### src/rtl/spi_ram_responder_if.sv
// SPI mode-0 bus between the CPU (master) and the RAM responder (slave).
interface spi_ram_responder_if;
    logic spi_cs_n;
    logic spi_sck;
    logic spi_mosi;
    logic spi_miso;

    modport master (
        output spi_cs_n,
        output spi_sck,
        output spi_mosi,
        input  spi_miso
    );

    modport slave (
        input  spi_cs_n,
        input  spi_sck,
        input  spi_mosi,
        output spi_miso
    );
endinterface

### src/rtl/spi_ram_responder.sv
// SPI mode-0 SRAM responder, all SPI inputs oversampled in the clk domain.
// Optional RDSR/WRSR mode register enabled by defining SPI_RAM_STATUS_EN.
module spi_ram_responder #(
    parameter int unsigned ADDR_W      = 5,
    parameter int unsigned SYNC_STAGES = 2
) (
    input  logic                clk,
    input  logic                rst_n,
    spi_ram_responder_if.slave  spi,
    output logic                busy,
    output logic                byte_wr,
    output logic                cmd_err
);

    typedef enum logic [2:0] {StIdle, StCmd, StAddr, StRd, StWr, StIgnore} state_e;

    logic [SYNC_STAGES-1:0] cs_sync, sck_sync, mosi_sync;
    logic                   cs_prev_q, sck_prev_q;
    logic                   cs_s, sck_s, mosi_s;
    logic                   cs_fall, cs_rise, sck_rise, sck_fall;

    state_e            state_q, state_d;
    logic [2:0]        bit_cnt_q, bit_cnt_d;
    logic [6:0]        shift_in_q, shift_in_d;
    logic [7:0]        shift_out_q, shift_out_d;
    logic [ADDR_W-1:0] addr_q, addr_d, addr_in, addr_nxt;
    logic              miso_q, miso_d;
    logic              rd_q, rd_d;
    logic              mem_we;
    logic [7:0]        byte_full;
    logic              last_bit;
    logic              inc;
    logic [7:0]        mem [2**ADDR_W];

`ifdef SPI_RAM_STATUS_EN
    logic [7:0] mode_q, mode_d;
    logic       sr_q, sr_d;
    assign inc = mode_q[6];
`else
    assign inc = 1'b1;
`endif

    always_ff @(posedge clk or negedge rst_n) begin
        if (!rst_n) begin
            cs_sync    <= '1;
            sck_sync   <= '0;
            mosi_sync  <= '0;
            cs_prev_q  <= 1'b1;
            sck_prev_q <= 1'b0;
        end else begin
            cs_sync    <= {cs_sync[SYNC_STAGES-2:0], spi.spi_cs_n};
            sck_sync   <= {sck_sync[SYNC_STAGES-2:0], spi.spi_sck};
            mosi_sync  <= {mosi_sync[SYNC_STAGES-2:0], spi.spi_mosi};
            cs_prev_q  <= cs_s;
            sck_prev_q <= sck_s;
        end
    end

    assign cs_s      = cs_sync[SYNC_STAGES-1];
    assign sck_s     = sck_sync[SYNC_STAGES-1];
    assign mosi_s    = mosi_sync[SYNC_STAGES-1];
    assign cs_fall   = cs_prev_q & ~cs_s;
    assign cs_rise   = ~cs_prev_q & cs_s;
    assign sck_rise  = sck_s & ~sck_prev_q;
    assign sck_fall  = ~sck_s & sck_prev_q;
    assign byte_full = {shift_in_q, mosi_s};
    assign last_bit  = sck_rise && (bit_cnt_q == 3'd7);
    // Only the low ADDR_W bits of the address byte select a location.
    assign addr_in   = byte_full[ADDR_W-1:0];
    assign addr_nxt  = addr_q + ADDR_W'(inc);
    assign busy      = (state_q != StIdle);
    assign spi.spi_miso = miso_q;

    always_comb begin
        state_d     = state_q;
        bit_cnt_d   = bit_cnt_q;
        shift_in_d  = shift_in_q;
        shift_out_d = shift_out_q;
        addr_d      = addr_q;
        miso_d      = miso_q;
        rd_d        = rd_q;
        mem_we      = 1'b0;
        byte_wr     = 1'b0;
        cmd_err     = 1'b0;
`ifdef SPI_RAM_STATUS_EN
        mode_d      = mode_q;
        sr_d        = sr_q;
`endif
        if (sck_rise && state_q != StIdle) begin
            shift_in_d = byte_full[6:0];
            bit_cnt_d  = bit_cnt_q + 3'd1;
        end

        unique case (state_q)
            StIdle: begin
                miso_d = 1'b0;
                if (cs_fall) begin
                    state_d   = StCmd;
                    bit_cnt_d = 3'd0;
                    rd_d      = 1'b0;
`ifdef SPI_RAM_STATUS_EN
                    sr_d      = 1'b0;
`endif
                end
            end
            StCmd: begin
                if (last_bit) begin
                    unique case (byte_full)
                        8'h03: begin state_d = StAddr; rd_d = 1'b1; end
                        8'h02: begin state_d = StAddr; rd_d = 1'b0; end
`ifdef SPI_RAM_STATUS_EN
                        8'h05: begin state_d = StRd; sr_d = 1'b1; shift_out_d = mode_q; end
                        8'h01: begin state_d = StWr; sr_d = 1'b1; end
`endif
                        default: begin state_d = StIgnore; cmd_err = 1'b1; end
                    endcase
                end
            end
            StAddr: begin
                if (last_bit) begin
                    addr_d = addr_in;
                    if (rd_q) begin
                        shift_out_d = mem[addr_in];
                        state_d     = StRd;
                    end else begin
                        state_d = StWr;
                    end
                end
            end
            StRd: begin
                // Falls present the next bit; the 8th rise reloads for the next byte.
                if (sck_fall) begin
                    miso_d      = shift_out_q[7];
                    shift_out_d = {shift_out_q[6:0], 1'b0};
                end
                if (last_bit) begin
`ifdef SPI_RAM_STATUS_EN
                    if (sr_q) begin
                        shift_out_d = mode_q;
                    end else begin
                        addr_d      = addr_nxt;
                        shift_out_d = mem[addr_nxt];
                    end
`else
                    addr_d      = addr_nxt;
                    shift_out_d = mem[addr_nxt];
`endif
                end
            end
            StWr: begin
                if (last_bit) begin
`ifdef SPI_RAM_STATUS_EN
                    if (sr_q) begin
                        mode_d  = byte_full;
                        state_d = StIgnore;
                    end else begin
                        mem_we  = 1'b1;
                        byte_wr = 1'b1;
                        addr_d  = addr_nxt;
                    end
`else
                    mem_we  = 1'b1;
                    byte_wr = 1'b1;
                    addr_d  = addr_nxt;
`endif
                end
            end
            StIgnore: miso_d = 1'b0;
            default:  state_d = StIdle;
        endcase

        // CS release wins over any SCK edge detected in the same clk.
        if (cs_rise) begin
            state_d   = StIdle;
            miso_d    = 1'b0;
            bit_cnt_d = 3'd0;
            mem_we    = 1'b0;
            byte_wr   = 1'b0;
            cmd_err   = 1'b0;
`ifdef SPI_RAM_STATUS_EN
            mode_d    = mode_q;
`endif
        end
    end

    always_ff @(posedge clk or negedge rst_n) begin
        if (!rst_n) begin
            state_q     <= StIdle;
            bit_cnt_q   <= '0;
            shift_in_q  <= '0;
            shift_out_q <= '0;
            addr_q      <= '0;
            miso_q      <= 1'b0;
            rd_q        <= 1'b0;
`ifdef SPI_RAM_STATUS_EN
            mode_q      <= 8'h40;
            sr_q        <= 1'b0;
`endif
        end else begin
            state_q     <= state_d;
            bit_cnt_q   <= bit_cnt_d;
            shift_in_q  <= shift_in_d;
            shift_out_q <= shift_out_d;
            addr_q      <= addr_d;
            miso_q      <= miso_d;
            rd_q        <= rd_d;
`ifdef SPI_RAM_STATUS_EN
            mode_q      <= mode_d;
            sr_q        <= sr_d;
`endif
        end
    end

    always_ff @(posedge clk or negedge rst_n) begin
        if (!rst_n) begin
            mem <= '{default: '0};
        end else if (mem_we) begin
            mem[addr_q] <= byte_full;
        end
    end

endmodule

### src/flat_wrapper.sv
// flat-port wrapper written by rule: the top's interface ports become plain ports
module spi_ram_responder_flat 
#(
    parameter int unsigned ADDR_W      = 5,
    parameter int unsigned SYNC_STAGES = 2
)
  (clk, rst_n, busy, byte_wr, cmd_err, spi_spi_cs_n, spi_spi_sck, spi_spi_mosi, spi_spi_miso);
  spi_ram_responder_if spi_i ();
  input  logic clk;
  input  logic rst_n;
  output logic busy;
  output logic byte_wr;
  output logic cmd_err;
  input wire logic [$bits(spi_i.spi_cs_n)-1:0] spi_spi_cs_n;
  input wire logic [$bits(spi_i.spi_sck)-1:0] spi_spi_sck;
  input wire logic [$bits(spi_i.spi_mosi)-1:0] spi_spi_mosi;
  output wire logic [$bits(spi_i.spi_miso)-1:0] spi_spi_miso;
  assign spi_i.spi_cs_n = spi_spi_cs_n;
  assign spi_i.spi_sck = spi_spi_sck;
  assign spi_i.spi_mosi = spi_spi_mosi;
  assign spi_spi_miso = spi_i.spi_miso;
  spi_ram_responder #(.ADDR_W(ADDR_W), .SYNC_STAGES(SYNC_STAGES)) u_core (.clk(clk), .rst_n(rst_n), .spi(spi_i), .busy(busy), .byte_wr(byte_wr), .cmd_err(cmd_err));
endmodule
### config.mk
export PLATFORM = sky130hd
export DESIGN_NAME = spi_ram_responder_flat
export DESIGN_NICKNAME = d
export VERILOG_FILES = /design/src/rtl/spi_ram_responder_if.sv /design/src/rtl/spi_ram_responder.sv /design/src/flat_wrapper.sv
export SDC_FILE = /design/constraint.sdc
export NUM_CORES = 1
export LEC_CHECK = 0
export ABC_AREA = 1
export CELL_PAD_IN_SITES_DETAIL_PLACEMENT = 0
export CELL_PAD_IN_SITES_GLOBAL_PLACEMENT = 2
export CORE_MARGIN = 2
export CORE_UTILIZATION = 42
export CTS_CLUSTER_DIAMETER = 40
export CTS_CLUSTER_SIZE = 40
export DETAILED_ROUTE_END_ITERATION = 8
export DONT_BUFFER_PORTS = 1
export GPL_TIMING_DRIVEN = 0
export PLACE_DENSITY = 0.95
export REMOVE_ABC_BUFFERS = 1
export SLEW_MARGIN = 25
export SYNTH_ARGS = -nofsm -noshare
export SYNTH_HDL_FRONTEND = slang
export SYNTH_SLANG_ARGS = --single-unit
export TNS_END_PERCENT = 20
### constraint.sdc
create_clock -name clk -period 5.31 [get_ports clk]
set_input_delay 0 -clock clk [delete_from_list [all_inputs] [get_ports clk]]
set_output_delay 0 -clock clk [all_outputs]
set_load 0.1 [all_outputs]
# Word-level counts from Yosys, hierarchy flattened
# Index checks and enable logic that the tools add are counted.
[op_classes] n_bitwise=11 mul=0 n_lt_le_gt_ge=4 muxes=42 n_eq_ne=20 div_mod_pow=0 n_addsub=2 n_shift=0 reduce_logical=18
[op_table] op="bitwise mux 256 bit" count=1
[op_table] op="binary-select mux 8 bit (select 5 bit)" count=2
[op_table] op="2-to-1 mux 8 bit" count=9
[op_table] op="demux 8 bit (select 5 bit)" count=1
[op_table] op="2-to-1 mux 3 bit" count=10
[op_table] op="greater-or-equal comparator 6 bit (second input constant)" count=3
[op_table] op="!= test 3 x 1 -> 1 bit (second input constant)" count=6
[op_table] op="NOT 5 -> 6 bit" count=3
[op_table] op="equality test 8 x 2 -> 1 bit (second input constant)" count=2
[op_table] op="case mux 8 bit (2 select lines)" count=1
[op_table] op="!= test 2 x 1 -> 1 bit (second input constant)" count=6
[op_table] op="case mux 3 bit (4 select lines)" count=1
[op_table] op="AND reduction 4 bit" count=3
[op_table] op="2-to-1 mux 1 bit" count=11
[op_table] op="2-to-1 mux 5 bit" count=2
[op_table] op="case mux 5 bit (2 select lines)" count=1
[op_table] op="equality test 3 bit (second input constant)" count=3
[op_table] op="equality test 3 x 2 -> 1 bit (second input constant)" count=2
[op_table] op="less-than comparator 6 x 1 -> 1 bit (second input constant)" count=1
[op_table] op="case mux 1 bit (2 select lines)" count=3
[op_table] op="nonzero test 2 bit" count=3
[op_table] op="nonzero test 3 bit" count=2
[op_table] op="OR reduction 2 bit" count=3
[op_table] op="adder 5 x 1 -> 5 bit (second input constant)" count=1
[op_table] op="9 further kinds" count=17
[word_totals] romBits=0 mem_count=0 out_inout_bits=4 latchBits=0 inputBits=5 ramBits=0 register_bits=292

# Logic depth before layout (Yosys ltp)
# Gate-level depths: netlist (run 1).
[logic_depth] depth_word=7 depth_mapped=16 mapped_depth_nobuf=13

# Worst setup path before layout (run 1)
# OpenSTA, ideal clock, no wires.
[synth_path] path_type="flip-flop to output port" startpoint="reg u_core.bit_cnt_q[0]" endpoint="out cmd_err" n_path_buf=2 t_arrival_ns=3.229 stages_incl_launch_ff=8 required_ns=5.310 path_slack_ns=2.081 cell_sequence="dfrtp_1 -> ha_1 -> ha_1 -> and3_1 -> buf_4 -> inv_4 -> clkbuf_1 -> nor3_1"
[synth_via] elab_chain_len=5
[synth_lines] element="start: declaration" line="spi_ram_responder.sv:23" rtl="logic [2:0] bit_cnt_q, bit_cnt_d;"
[synth_lines] element="start signal: assignment" line="spi_ram_responder.sv:201" rtl="bit_cnt_q <= bit_cnt_d;"
[synth_lines] element="equality test 3 bit" line="spi_ram_responder.sv:67" rtl="assign last_bit = sck_rise && (bit_cnt_q == 3'd7);"
[synth_lines] element="logical AND 1 bit" line="spi_ram_responder.sv:67"
[synth_lines] element="2-to-1 mux 1 bit" line="spi_ram_responder.sv:107" rtl="if (last_bit) begin"
[synth_lines] element="2-to-1 mux 1 bit" line="spi_ram_responder.sv:94" rtl="unique case (state_q)"
[synth_lines] element="2-to-1 mux 1 bit" line="spi_ram_responder.sv:173" rtl="if (cs_rise) begin"
[synth_lines] element="end: declaration" line="flat_wrapper.sv:13" rtl="output logic cmd_err;"
# No other way between the ends.

# Final worst setup path (run 1)
[layout_path] startpoint="reg u_core.addr_q[0]" endpoint="reg u_core.shift_out_q[7]"
[layout_via] elab_chain_len=7
[layout_lines] element="start: declaration" line="spi_ram_responder.sv:26" rtl="logic [ADDR_W-1:0] addr_q, addr_d, addr_in, addr_nxt;"
[layout_lines] element="start signal: assignment" line="spi_ram_responder.sv:204" rtl="addr_q <= addr_d;"
[layout_lines] element="adder 5 x 1 -> 5 bit" line="spi_ram_responder.sv:70" rtl="assign addr_nxt = addr_q + ADDR_W'(inc);"
[layout_lines] element="NOT 5 -> 6 bit (not written as such)" line="spi_ram_responder.sv:146" rtl="shift_out_d = mem[addr_nxt];"
[layout_lines] element="binary-select mux 8 bit (select 5 bit)" line="spi_ram_responder.sv:146"
[layout_lines] element="2-to-1 mux 8 bit (not written as such) (2 in series)" line="spi_ram_responder.sv:146"
[layout_lines] element="2-to-1 mux 8 bit" line="spi_ram_responder.sv:136" rtl="if (last_bit) begin"
[layout_lines] element="case mux 8 bit (2 select lines)" line="spi_ram_responder.sv:94"
[layout_lines] element="end signal: assignment" line="spi_ram_responder.sv:203" rtl="shift_out_q <= shift_out_d;"
[layout_lines] element="end: declaration" line="spi_ram_responder.sv:25" rtl="logic [7:0] shift_out_q, shift_out_d;"
# No other way between the ends. The select of a mux whose other input is x is not followed.
# A chain may end at the register's enable or synchronous reset.

==> results_dict.tcl, run 1 <==
set metrics [dict create \
    wl_per_cell_um 20.3 \
    initial_core_util_pct 42.8 \
    die_w_um 200 \
    cp-start-kind "flip-flop" \
    cts_buffer_depth 3 \
    ctsRootBufferMaster "clkbuf_16" \
    grt_max_degree 293 \
    drive_gt1_share_pct 10.5 \
    worst-setup-path-type "flip-flop to flip-flop" \
    first_pass_iters 5 \
    grt_pass1_wl_um 82200 \
    slew_violations 0 \
    r2r_cells 13 \
    worst_pin_slew_ns 1.07 \
    synth_async_sr_flop_share_pct 100 \
    hpwl_um 31800 \
    viasPerCell 5.62 \
    cp_max_fo 59 \
    finalWirelength_um 52800 \
    htree_levels 2 \
    irDropWorstVdd_v 0.000389 \
    fin_crit_sh_pct 73.9 \
    slew_headroom_pct 28.6 \
    yosys_register_bits 292 \
    synth_edf_count 0 \
    synth_common_cells "485 x nand2_1, 289 x dfrtp_1, 263 x o21ai_0" \
    die_area_sq_um 40000 \
    syn_area_sq_um 16100 \
    status "finished, violations left" \
    synth_top_area_cell "dfrtp_1" \
    yosysTopAreaCellShare_pct 44.8 \
    grt_use_total_pct 27.2 \
    ys_types 37 \
    holdBufCountCts 6 \
    grt_pass1_vias 13700 \
    fp.coreArea_sq_um 37800 \
    ys_seq_area_share_pct 45.3 \
    cts_made_buffers 54 \
    worstSetupEndpointType "flip-flop" \
    dp.cells 2502 \
    syn_to_final_growth_pct 15.1 \
    r2r-start "u_core.addr_q[0]" \
    cellLeakagePower_nw 7.86 \
    arrival_ns 4.45 \
    grt_overflow_total 0 \
    required_ns 5.83 \
    cap_violations 0 \
    clock_sinks 292 \
    cts_tree "done" \
    synth.most_common_cell "nand2_1" \
    r2r-end "u_core.shift_out_q[7]" \
    antenna_found_initial 0 \
    hold_ws_ns -0.898 \
    clkTransAtPathRegs_ns 0.05 \
    postSynthAreaPerCell_sq_um 7.58 \
    synth_area_leaders "dfrtp_1 45%, nand2_1 11%, o21ai_0 8.2%" \
    dieHeight_um 200 \
    skew_ns 0.0247 \
    rows 71 \
    fmaxAchievable_ghz 0.255 \
    antenna_cells 0 \
    gp_congestion 0.899 \
    ys.flop_type "dfrtp_1" \
    final_cells 2605 \
    synth_warnings 0 \
    clock_latency_ns 0.59 \
    setup_violations 0 \
    power_density_nw_per_um2 424 \
    vias 14600 \
    syn_inst 2131 \
    io-pin-count 9 \
    antenna_left 0 \
    setup_tns_ns 0 \
    rsz0062_at_grt "no" \
    worst-r2r-setup-slack_ns 1.39 \
    portBuffers 0 \
    drt_iter0_markers 1296 \
    period_needed_ns 3.92 \
    drc_errors 0 \
    failed_checks "negative hold slack" \
    hp-class "primary input to async pin" \
    num-nets-final 2064 \
    hold_viol 292 \
]
==> state kept, by name, indices dropped and copies added, names as in the netlist <==
signal / flops
u_core.cs_prev_q: 1
u_core.rd_q: 1
u_core.cs_sync: 2
u_core.mosi_sync: 2
u_core.spi.spi_miso: 1
u_core.bit_cnt_q: 3
u_core.shift_in_q: 7
u_core.mem: 256
u_core.shift_out_q: 8
u_core.state_q: 3
u_core.addr_q: 5
u_core.sck_sync: 2
u_core.sck_prev_q: 1
==> layer usage <==
layer | share of wire [%] | track usage (%)
met4 | 2.9 | 10.2
met3 | 7.3 | 4.99
met1 | 44 | 37.9
met2 | 45 | 42.3
met5 | 0 | 0
==> logic make-up after synthesis <==
logic type | count (synthesis) | share of synthesized area, %
fa+ha+maj | 6 | 0.465
compound gates | 719 | 24.7
flops | 292 | 45.3
simple gates | 787 | 21.1
buf+inv | 325 | 8.31
xor+xnor | 2 | 0.155
==> cell usage in the layout, fill, tap and decap left out, types with 3 or more instances in the layout <==
master         synthesis  layout
nand2_1              485     484
dfrtp_1              289     284
o21ai_0              263     263
o21ai_1              162     162
nand3_1              161     161
a21oi_1              154     154
inv_1                154     150
o211ai_1              95      95
nor2_1                88      87
clkbuf_16              0      55
o21ai_2               37      37
nand2_2               23      24
clkbuf_8               0      15
clkinv_2               0      11
buf_12                 0      10
buf_16                 0       9
nand2_4                8       8
bufinv_16              0       7
dlygate4sd3_1          0       6
nor3_1                 6       5
nor3_2                 5       5
ha_1                   6       5
inv_4                  2       4
inv_8                  0       4
inv_2                  4       4
nor2_8                 4       4
o22ai_1                4       4
clkbuf_1              94       4
nand4_1                3       3
clkinvlp_4             0       3
dfrtp_4                0       3
dfstp_2                3       3
==> metrics by stage <==
| stage | area, sq um | hold WS (ns) | setup WS, ns | power (mW) | utilization, % |
|---|---|---|---|---|---|
| 3_5_place_dp | 16600 | -0.290 | 1.41 | 4.26 | 43.9 |
| 6_report | 18600 | -0.898 | 1.39 | 7.88 | 49.2 |
| 2_1_floorplan | 15400 | -0.296 | -1.15 | 3.40 | - |
| 4_1_cts | 18600 | -0.919 | 1.39 | 7.91 | 49.2 |
| 5_1_grt | 18600 | -0.918 | 1.15 | 8.20 | 49.2 |
| 3_3_place_gp | 16100 | -0.290 | -7.94 | 4.15 | 42.6 |
==> layout make-up <==
type                    count  area [sq um]
fillers                  3699         19200
multi-input cells        1514          7520
flip-flops and latches    292          7320
clock buffers              74          1600
repair buffers             26           519
clock inverters            23           325
inverters                 165           649
well taps                 511           639
==> power breakdown <==
group | switching [mW] | total, mW | internal [mW]
Combinational | 1.32 | 1.78 | 0.460
Sequential | 0.168 | 2.47 | 2.31
Clock | 1.20 | 3.63 | 2.43
==> critical path, stage by stage (launching register included) <==
cell and delay [ns]:
dfrtp_4 0.86, buf_12 0.28, inv_8 0.15, ha_4 0.45, buf_16 0.27, inv_4 0.64
o211ai_1 0.22, o211ai_1 0.18, nand3_1 0.21, nand3_1 0.19, nand3_1 0.09, nand2_1 0.07
nand2_1 0.05, nand2_1 0.07
==> timing repair <==
item                                    in CTS  in global routing
gates resized for setup                      0                  0
endpoints found under the hold margin      295                292
setup buffers                                0                  0
endpoints found under the setup margin       0                  0
==> worst max-delay path by stage <==
stage	startpoint	endpoint	slack (ns)	cells after the start
2_1_floorplan	u_core.addr_q[0]	u_core.shift_out_q[1]	-1.15	12
4_1_cts	u_core.addr_q[0]	u_core.shift_out_q[4]	1.39	14
3_5_place_dp	u_core.addr_q[0]	u_core.shift_out_q[4]	1.41	14
6_report	u_core.addr_q[0]	u_core.shift_out_q[7]	1.39	13
5_1_grt	u_core.addr_q[0]	u_core.shift_out_q[7]	1.15	13
3_3_place_gp	u_core.addr_q[0]	u_core.shift_out_q[4]	-7.94	12
(Power assumes the default switching activity.)
==> run 2: changes to the inputs <==
- CORE_UTILIZATION: 42 -> 35
- PLACE_DENSITY: 0.95 -> 0.86
- clock period: 5.31 -> 3.2 ns (I/O delays scaled with it)
==> results_dict.tcl, run 2 (synthesis gave the netlist of run 1 again) <==
set metrics [dict create \
    wl_met1_um 25400 \
    clock_latency_ns 0.61 \
    largest_register_ffs 256 \
    antenna_found_initial 0 \
    cap_violations 0 \
    clkTransAtPathRegs_ns 0.06 \
    worst-path-buf-inv 6 \
    wl_per_cell_um 21.1 \
    fin_total_pwr_mw 12.8 \
    arrival_ns 3.66 \
    num-nets-final 2073 \
    cts_buffer_depth 3 \
    hpwl_um 33000 \
    portBuffers 0 \
    grt_pass1_vias 13800 \
    first_pass_iters 7 \
    drc_errors 0 \
    top_layer "met4" \
    largestRegisters "u_core.mem: 256 flops, u_core.shift_out_q: 8 flops, u_core.shift_in_q: 7 flops" \
    irDropWorstVdd_v 0.000682 \
    slowest_stage "dfrtp_4" \
    cp_max_fo 44 \
    seqPwrFrac_pct 32.2 \
    status "finished, violations left" \
    met2_wirelength_um 25800 \
    antenna_cells 0 \
    final_cells 2708 \
    fmaxAchievable_ghz 0.320 \
    pre_cts_slack_ns -0.929 \
    dr_wl_met3_um 4200 \
    hold_ws_ns -0.908 \
    required_ns 3.73 \
    cts_tree "done" \
    failed_checks "negative hold slack" \
    grt_use_total_pct 23.7 \
    final_util_pct 41.5 \
    setup_ws_ns 0.0703 \
    drive_gt1_share_pct 11.1 \
    io-pin-count 9 \
    power_frac_comb_pct 24.2 \
    power_density_nw_per_um2 677 \
    rows 78 \
    die_w_um 219 \
    final_common_cell "nand2_1" \
    drt_iter0_markers 1708 \
    hp-class "primary input to async pin" \
    grt_overflow_total 0 \
    die_area_sq_um 47900 \
    fin_crit_sh_pct 97.8 \
    cp_top_family "buffers and inverters" \
    finalWirelength_um 57300 \
    slew_violations 0 \
    slew_headroom_pct 29.0 \
    viasPerCell 5.49 \
    holdBufCountCts 6 \
    cts_made_buffers 54 \
    clock_sinks 292 \
    fp.coreArea_sq_um 45500 \
    worst_pin_slew_ns 1.06 \
    hold_viol 292 \
    grt_pass1_wl_um 86000 \
    setup_violations 0 \
    gp_congestion 0.847 \
    setup_tns_ns 0 \
    path_cells "buf_16 -> clkinv_16 -> buf_16 -> ha_4 -> buf_16 -> inv_16 -> buf_16 -> a21oi_1 -> o21ai_0 -> nand3_1 -> nand3_1 -> nand3_2 -> nand2_1 -> nor2_1 -> nor2_1 -> nor2_1" \
    netSwitchingFraction_pct 36.3 \
    ctsRootBufferMaster "clkbuf_16" \
    htree_levels 2 \
    grt_max_degree 293 \
    final_cell_mix "483 x nand2_1, 284 x dfrtp_1, 263 x o21ai_0" \
    skew_ns 0.0270 \
    cp_slowest_stage_delay_ns 0.52 \
    initial_core_util_pct 35.5 \
    worstSetupEndpointType "flip-flop" \
    vias 14900 \
    cp-start-kind "flip-flop" \
    worst-r2r-setup-slack_ns 0.07 \
    dp.cells 2591 \
    top_register "u_core.mem" \
    dieHeight_um 219 \
    crit_path_frequent_cell "buf_16" \
    worst-setup-path-type "flip-flop to flip-flop" \
    switching_power_mw 4.64 \
    antenna_left 0 \
    period_needed_ns 3.13 \
    pwr-share-clk_pct 43.6 \
    rsz0062_at_grt "no" \
    syn_to_final_growth_pct 17.0 \
    p_int_mw 8.14 \
    cellLeakagePower_nw 7.95 \
]
[run 2: changes by cell type in the layout (fill, tap and decap cells not counted), moves of 5 or more]
cell      change
clkbuf_8      -9
clkbuf_1      +9
nand3_1       -8
nand3_2       +8
buf_16        +5
[run 2: layout make-up]
cell class                 count  area [sq um]
clock buffer                  73          1480
clock inverter                29           294
fill                        4679         26600
inverter                     165           701
multi-input combinational   1514          7580
sequential                   292          7330
tap                          600           751
timing repair buffer          35           743
[run 2: power groups by stage]
stage	sequential, mW	clock [mW]	combinational [mW]
2_1_floorplan	4.11	0	1.54
5_1_grt	4.12	5.84	3.30
3_3_place_gp	4.35	0	2.58
4_1_cts	4.09	5.66	3.04
6_report	4.11	5.57	3.09
3_5_place_dp	4.15	0	2.98
[run 2: final timing paths]
kind / start / to / depth (start not counted)
setup / recovery: u_core.addr_q[0] / u_core.shift_out_q[0] / 16
hold / removal: rst_n / u_core.mem[53] / 0
setup reg to reg: u_core.addr_q[0] / u_core.shift_out_q[0] / 16
hold reg to reg: u_core.mosi_sync[0] / u_core.mosi_sync[1] / 0
max in group asynchronous: rst_n / u_core.shift_in_q[0] / 0
min in group clk: u_core.mosi_sync[0] / u_core.mosi_sync[1] / 0
[run 2: per-stage QoR]
step	hold WS (ns)	instance area (sq um)
after floorplan	-0.296	15400
after global placement	-0.289	16200
after detailed placement	-0.289	16700
after CTS	-0.931	18800
after global routing	-0.917	18900
final	-0.908	18900
[run 2: per-layer routing]
metal / global-route usage [%] / vias up
met1: 33.6 / 7121
met4: 9.48 / 0
met3: 3.20 / 118
met2: 36.6 / 555
met5: 0 / -
li1: - / 7076
[run 2: timing repair]
| action | CTS | global route |
|---|---|---|
| cloned | 2 | 3 |
| buffers inserted | 3 | 1 |
| gates resized for setup | 21 | 4 |
| pin swaps | 1 | 0 |
| endpoints found under the hold margin | 295 | 292 |
| setup endpoints to repair | 9 | 9 |
